## config.mk

```make
export PLATFORM = sky130hd
export DESIGN_NAME = updn_sweep_ctrl
export DESIGN_NICKNAME = d
export VERILOG_FILES = /design/src/rtl/updn_sweep_ctrl.sv
export SDC_FILE = /design/constraint.sdc
export NUM_CORES = 1
export LEC_CHECK = 0
export CORE_ASPECT_RATIO = 0.7
export CORE_UTILIZATION = 49
export DETAILED_ROUTE_END_ITERATION = 16
export GPL_ROUTABILITY_DRIVEN = 0
export GPL_TIMING_DRIVEN = 0
export MAX_ROUTING_LAYER = met4
export PLACE_DENSITY = 0.76
export SLEW_MARGIN = 25
export SYNTH_ARGS = -nofsm -noshare
export SYNTH_HDL_FRONTEND = slang
export SYNTH_SLANG_ARGS = --single-unit
```

## constraint.sdc

```tcl
create_clock -name clock -period 3.04 [get_ports clock]
set_input_delay 0.608 -clock clock [delete_from_list [all_inputs] [get_ports clock]]
set_output_delay 0.608 -clock clock [all_outputs]
set_load 0.1 [all_outputs]
```

## src/rtl/updn_sweep_ctrl.sv

```systemverilog
// Sequencer driving an 8-bit up/down counter through a triangle sweep lo..hi for a set number of legs.
// A shadow copy of the counter is stepped alongside it; any divergence while busy latches sync_err and stops the run.
module updn_sweep_ctrl #(
  parameter int WIDTH  = 8,
  parameter int PASS_W = 4
) (
  input  logic              clock,
  input  logic              reset,
  input  logic              start,
  input  logic              abort,
  input  logic [WIDTH-1:0]  lo,
  input  logic [WIDTH-1:0]  hi,
  input  logic [PASS_W-1:0] passes,
  output logic              ready,
  output logic              busy,
  output logic              done,
  output logic              cfg_err,
  output logic              sync_err,
  output logic [PASS_W-1:0] legs,
  input  logic [WIDTH-1:0]  cnt_value,
  output logic              cnt_reset,
  output logic              cnt_reverse,
  output logic [1:0]        dbg_state
);

  typedef enum logic [1:0] {
    IDLE     = 2'd0,
    APPROACH = 2'd1,
    UP       = 2'd2,
    DOWN     = 2'd3
  } state_e;

  localparam logic [WIDTH-1:0]  ONE_W = 1;
  localparam logic [PASS_W-1:0] ONE_P = 1;

  state_e              state_q;
  logic [WIDTH-1:0]    lo_q, hi_q, shadow_q;
  logic [PASS_W-1:0]   passes_q, legs_q;
  logic                ready_q, busy_q, done_q, cfg_err_q, sync_err_q;
  logic                cnt_reset_q, cnt_reverse_q;

  logic                accept, cfg_bad, diverged;
  logic [WIDTH-1:0]    lo_e, hi_e, step_v, v_next;
  logic [PASS_W-1:0]   legs_e, passes_e;
  state_e              ph_in;
  state_e              plan_state;
  logic [PASS_W-1:0]   plan_legs;
  logic                plan_rev, plan_rst, plan_done, leg_end;

  assign ready       = ready_q;
  assign busy        = busy_q;
  assign done        = done_q;
  assign cfg_err     = cfg_err_q;
  assign sync_err    = sync_err_q;
  assign legs        = legs_q;
  assign cnt_reset   = cnt_reset_q;
  assign cnt_reverse = cnt_reverse_q;
  assign dbg_state   = state_q;

  // Plan the controls for the next cycle from the value the counter will hold in it,
  // so the reverse/reset decision is already in place during an endpoint cycle.
  always_comb begin
    accept   = ready_q & start;
    cfg_bad  = (lo >= hi) || (passes == '0);
    diverged = (cnt_value != shadow_q);
    lo_e     = accept ? lo : lo_q;
    hi_e     = accept ? hi : hi_q;
    passes_e = accept ? passes : passes_q;
    legs_e   = accept ? '0 : legs_q;
    ph_in    = accept ? APPROACH : state_q;

    if (cnt_reset_q) step_v = cnt_reverse_q ? '1 : '0;
    else             step_v = cnt_reverse_q ? (shadow_q - ONE_W) : (shadow_q + ONE_W);
    v_next = accept ? '0 : step_v;

    plan_state = ph_in;
    plan_legs  = legs_e;
    plan_rev   = 1'b0;
    plan_rst   = 1'b0;
    plan_done  = 1'b0;
    leg_end    = 1'b0;
    case (ph_in)
      APPROACH: begin
        if (v_next == lo_e) plan_state = UP;
      end
      UP: begin
        if (v_next == hi_e) begin
          leg_end    = 1'b1;
          plan_state = DOWN;
          plan_rev   = 1'b1;
        end
      end
      DOWN: begin
        plan_rev = 1'b1;
        if (v_next == lo_e) begin
          leg_end    = 1'b1;
          plan_state = UP;
          plan_rev   = 1'b0;
        end
      end
      default: ;
    endcase

    if (leg_end) begin
      plan_legs = legs_e + ONE_P;
      if (plan_legs == passes_e) begin
        plan_done = 1'b1;
        plan_rst  = 1'b1;
        plan_rev  = 1'b0;
      end
    end
  end

  always_ff @(posedge clock) begin
    if (reset) begin
      state_q       <= IDLE;
      lo_q          <= '0;
      hi_q          <= '0;
      passes_q      <= '0;
      shadow_q      <= '0;
      legs_q        <= '0;
      ready_q       <= 1'b1;
      busy_q        <= 1'b0;
      done_q        <= 1'b0;
      cfg_err_q     <= 1'b0;
      sync_err_q    <= 1'b0;
      cnt_reset_q   <= 1'b1;
      cnt_reverse_q <= 1'b0;
    end else begin
      done_q    <= 1'b0;
      cfg_err_q <= 1'b0;
      if (ready_q) begin
        if (accept) begin
          if (cfg_bad) begin
            cfg_err_q <= 1'b1;
          end else begin
            lo_q          <= lo;
            hi_q          <= hi;
            passes_q      <= passes;
            shadow_q      <= '0;
            ready_q       <= 1'b0;
            busy_q        <= 1'b1;
            state_q       <= plan_state;
            legs_q        <= plan_legs;
            cnt_reset_q   <= plan_rst;
            cnt_reverse_q <= plan_rev;
            done_q        <= plan_done;
          end
        end
      end else if (diverged || abort || done_q) begin
        // Divergence, abort and the final endpoint cycle all park the counter at zero.
        if (diverged) sync_err_q <= 1'b1;
        state_q       <= IDLE;
        ready_q       <= 1'b1;
        busy_q        <= 1'b0;
        cnt_reset_q   <= 1'b1;
        cnt_reverse_q <= 1'b0;
      end else begin
        shadow_q      <= v_next;
        state_q       <= plan_state;
        legs_q        <= plan_legs;
        cnt_reset_q   <= plan_rst;
        cnt_reverse_q <= plan_rev;
        done_q        <= plan_done;
      end
    end
  end

endmodule

```

==> impl_metrics.xml <==
<?xml version="1.0" encoding="UTF-8"?>
<metrics>
  <group name="outcome">
    <metric name="violations" unit="">negative setup slack</metric>
    <metric name="status" unit="">finished with violations</metric>
  </group>
  <group name="detailed_routing">
    <metric name="drc" unit="">0</metric>
    <metric name="final_antenna_net_count" unit="">0</metric>
    <metric name="detailedRoute.firstPassIterationCount" unit="">6</metric>
    <metric name="detail_route.iter0.violations" unit="">287</metric>
    <metric name="routed_via_count" unit="">3087</metric>
    <metric name="wl" unit="um">8570</metric>
    <metric name="viasPerCell" unit="">6.08</metric>
    <metric name="wirelength_per_cell" unit="um">16.9</metric>
  </group>
  <group name="power">
    <metric name="power.sequential.fraction" unit="%">39.3</metric>
    <metric name="peakVddDrop" unit="V">0.000203</metric>
    <metric name="powerDensity" unit="nW/um^2">389</metric>
    <metric name="power_frac_comb" unit="%">31.9</metric>
    <metric name="post-layout-total-power" unit="mW">1.52</metric>
    <metric name="p_sw" unit="uW">524</metric>
    <metric name="internal_power" unit="uW">994</metric>
    <metric name="p_leak" unit="nW">1.63</metric>
    <metric name="clkPwrFrac" unit="%">28.8</metric>
    <metric name="switching_fraction" unit="%">34.5</metric>
  </group>
  <group name="logic_synthesis">
    <metric name="seq_area_frac_synth" unit="%">27.7</metric>
    <metric name="netlist-cell-type-count" unit="">59</metric>
    <metric name="async_reset_ff_share" unit="%">0</metric>
    <metric name="ys.warnings.count" unit="">0</metric>
    <metric name="synthesis.area" unit="sq um">2960</metric>
    <metric name="number_of_enable_type_register_cells_in_the_synthesized_netlist" unit="">0</metric>
    <metric name="post_syn_nets" unit="">426</metric>
    <metric name="post-synth-top-area-fraction" unit="%">27.7</metric>
    <metric name="syn_avg_cell_area" unit="sq um">7.84</metric>
    <metric name="synth_seq_cells" unit="">41</metric>
    <metric name="synth.top_cells.by_area" unit="">sky130_fd_sc_hd__dfxtp_1 (28%), sky130_fd_sc_hd__mux2i_1 (7.1%), sky130_fd_sc_hd__xor2_1 (6.8%), sky130_fd_sc_hd__nor2_1 (6.5%), sky130_fd_sc_hd__ha_1 (6.3%)</metric>
    <metric name="synth_top_cell_by_area" unit="">sky130_fd_sc_hd__dfxtp_1</metric>
    <metric name="netlist_instances" unit="">378</metric>
    <metric name="ys_dominant_reg_cell" unit="">sky130_fd_sc_hd__dfxtp_1</metric>
  </group>
  <group name="final_layout">
    <metric name="synthToLayoutAreaGrowth" unit="%">31.6</metric>
    <metric name="layout.nets" unit="">480</metric>
    <metric name="drive_above_1_share" unit="%">15.5</metric>
    <metric name="num_antenna_cells" unit="">0</metric>
  </group>
  <group name="sta">
    <metric name="slew_headroom" unit="%">34.7</metric>
    <metric name="worstMarginPinSlew" unit="ns">0.976</metric>
    <metric name="worst_slack_on_hold_paths" unit="ns">0.476</metric>
    <metric name="fmax_achieved" unit="GHz">0.320</metric>
    <metric name="post-route-period-util" unit="%">103</metric>
    <metric name="final_period_minus_worst_setup_slack" unit="ns">3.13</metric>
    <metric name="maxSlewViolCount" unit="">0</metric>
    <metric name="finalWorstSetupSlack" unit="ns">-0.0895</metric>
    <metric name="fin_skew" unit="ns">0.0147</metric>
    <metric name="report.final.setup_viol" unit="">1</metric>
    <metric name="report.final.hold_viol_count" unit="">0</metric>
    <metric name="grt_setup_unrepaired" unit="">yes</metric>
  </group>
  <group name="setup_path">
    <metric name="required" unit="ns">3.25</metric>
    <metric name="type_of_element_capturing_the_critical_path" unit="">flip-flop</metric>
    <metric name="worstSetupPathType" unit="">reg -&gt; reg</metric>
    <metric name="reg2reg_setup_slack" unit="ns">-0.09</metric>
    <metric name="critPathArrivalTime" unit="ns">3.34</metric>
    <metric name="setup.worst_path.start_class" unit="">flip-flop</metric>
    <metric name="critPathMaxFanout" unit="">9</metric>
  </group>
  <group name="worst_hold_path">
    <metric name="min_path_type" unit="">reg -&gt; reg</metric>
  </group>
  <group name="floorplanning">
    <metric name="initial_util" unit="%">51.2</metric>
    <metric name="placement_rows" unit="">23</metric>
    <metric name="dieWidth" unit="um">94.9</metric>
    <metric name="core-area" unit="sq um">5780</metric>
    <metric name="dieHeight" unit="um">67.1</metric>
    <metric name="die_area" unit="sq um">6370</metric>
    <metric name="top_level_ports" unit="">45</metric>
  </group>
  <group name="clocking">
    <metric name="numCtsBuffers" unit="">5</metric>
    <metric name="ctsRootBufferMaster" unit="">sky130_fd_sc_hd__clkbuf_8</metric>
    <metric name="postCtsHoldBufs" unit="">0</metric>
    <metric name="insertion_delay" unit="ns">0.31</metric>
    <metric name="clock_path_buffers" unit="">2</metric>
    <metric name="tritoncts_num_sinks" unit="">41</metric>
    <metric name="cts_tree" unit="">done</metric>
    <metric name="worst_setup_hold_path_clk_slew" unit="ns">0.09</metric>
    <metric name="cts.htree.levels" unit="">2</metric>
  </group>
  <group name="global_routing">
    <metric name="overflow" unit="">0</metric>
    <metric name="grt_pass1_vias" unit="">2572</metric>
    <metric name="global_route_wire_length_before_repair" unit="um">12900</metric>
    <metric name="grt_util_all_layers" unit="%">28.0</metric>
    <metric name="maximum_number_of_pins_on_one_net_before_global_route_repair" unit="">14</metric>
    <metric name="antenna_found_initial" unit="">0</metric>
  </group>
  <group name="place">
    <metric name="buffers_added_on_ports" unit="">43</metric>
    <metric name="place_hpwl" unit="um">6250</metric>
  </group>
  <group name="flow_run">
    <metric name="drv_cap" unit="">0</metric>
  </group>
</metrics>
[registers in the layout, indices dropped and copies added, names as in the netlist]
register,count
cnt_reset,1
shadow_q,8
sync_err,1
ready,1
hi_q,8
dbg_state,2
legs,4
done,1
passes_q,4
lo_q,8
cfg_err,1
cnt_reverse,1
busy,1
[power groups by stage]
stage,clock network [mW],registers [mW],logic [mW]
2_1_floorplan,0,0.670,0.238
3_3_place_gp,0,0.602,0.433
4_1_cts,0.440,0.590,0.464
5_1_grt,0.464,0.600,0.518
3_5_place_dp,0,0.603,0.441
6_report,0.438,0.596,0.484
[path summary, 6_finish.rpt]
kind                             startpoint  endpoint  cells after the start
worst min-delay path               sync_err  sync_err                      2
worst max-delay path            cnt_reverse   legs[1]                     10
worst max register to register  cnt_reverse   legs[1]                     10
worst min register to register     sync_err  sync_err                      2
[routing by layer]
metal / wire length (um) / vias to the layer above / track usage [%]
met1: 4010 / 1427 / 39.3
met4: 164 / 0 / 5.87
li1: - / 1469 / -
met2: 3690 / 167 / 42.0
met5: 0 / - / -
met3: 715 / 24 / 4.68
[kinds of logic (layout without fill, tap and decap cells)]
logic type	Yosys count	after routing	synth area share [%]
flops	41	41	27.7
simple gates	137	137	23.2
mux	22	22	7.85
fa+ha+maj	16	16	7.01
buf+inv	36	91	5.15
xor+xnor	30	30	8.87
compound gates	96	96	20.2
[cell usage after synthesis, drive strengths merged, types with 2 or more instances]
cell and instances:
nor2 51, dfxtp 41, a21oi 30, nand2 25
xor2 23, mux2i 21, o21ai 21, inv 16
ha 15, nor3 11, a31oi 10, buf 10
clkbuf 10, nand3 9, o211ai 8, xnor2 7
nor4 6, a21o 5, nor2b 5, and2 4
or3 4, a211oi 3, nand4 3, nor3b 3
or4b 3, a21boi 2, a22o 2, and3 2
nand2b 2, o311a 2, or4 2
[per-stage QoR]
stage / worst slack [ns] / std cells / utilization, % / cell area (sq um) / setup TNS (ns)
2_1_floorplan: -0.0287 / 378 / - / 3040 / -0.0287
3_3_place_gp: -0.699 / 496 / 61.7 / 3570 / -16.20
3_5_place_dp: -0.718 / 496 / 61.7 / 3570 / -16.83
4_1_cts: -0.0271 / 506 / 65.3 / 3770 / -0.0271
5_1_grt: -0.129 / 508 / 67.4 / 3900 / -0.141
6_report: -0.0895 / 508 / 67.4 / 3900 / -0.0895
[layout make-up]
type / instances / area, sq um
buffer: 18 / 138
clock buffer: 5 / 68.8
clock inverter: 3 / 41.3
fill: 501 / 1880
inverter: 16 / 60.1
multi-input combinational: 301 / 2190
sequential: 41 / 832
tap: 75 / 93.8
timing repair buffer: 49 / 478
[cell usage in the layout (no fill, tap or decap), types with 4 or more instances in the layout]
cell type,count
sky130_fd_sc_hd__a21o_1,5
sky130_fd_sc_hd__a21oi_1,29
sky130_fd_sc_hd__a31oi_1,8
sky130_fd_sc_hd__buf_4,6
sky130_fd_sc_hd__clkbuf_1,4
sky130_fd_sc_hd__clkbuf_8,7
sky130_fd_sc_hd__clkdlybuf4s50_1,42
sky130_fd_sc_hd__dfxtp_1,36
sky130_fd_sc_hd__ha_1,13
sky130_fd_sc_hd__inv_1,15
sky130_fd_sc_hd__mux2i_1,21
sky130_fd_sc_hd__nand2_1,23
sky130_fd_sc_hd__nand3_1,6
sky130_fd_sc_hd__nor2_1,50
sky130_fd_sc_hd__nor2b_1,5
sky130_fd_sc_hd__nor3_1,9
sky130_fd_sc_hd__nor4_1,4
sky130_fd_sc_hd__o211ai_1,8
sky130_fd_sc_hd__o21ai_0,19
sky130_fd_sc_hd__or3_1,4
sky130_fd_sc_hd__xnor2_1,7
sky130_fd_sc_hd__xor2_1,23
[critical path, stage by stage, from the launching register on]
cell and delay (ns):
sky130_fd_sc_hd__dfxtp_4 0.40, sky130_fd_sc_hd__ha_1 0.31, sky130_fd_sc_hd__buf_6 0.14, sky130_fd_sc_hd__a21o_1 0.18, sky130_fd_sc_hd__a311oi_1 0.46, sky130_fd_sc_hd__nand3_4 0.17
sky130_fd_sc_hd__xor2_1 0.21, sky130_fd_sc_hd__or4_1 0.58, sky130_fd_sc_hd__buf_6 0.16, sky130_fd_sc_hd__a31o_1 0.18, sky130_fd_sc_hd__a22o_1 0.23
[repair_timing]
action / 4_1_cts / 5_1_grt
setup endpoints to repair: 23 / 21
pin swaps: 2 / 4
resized for setup: 21 / 28
setup buffers: 3 / 3
Note: power is estimated with default switching activity, not from simulation.
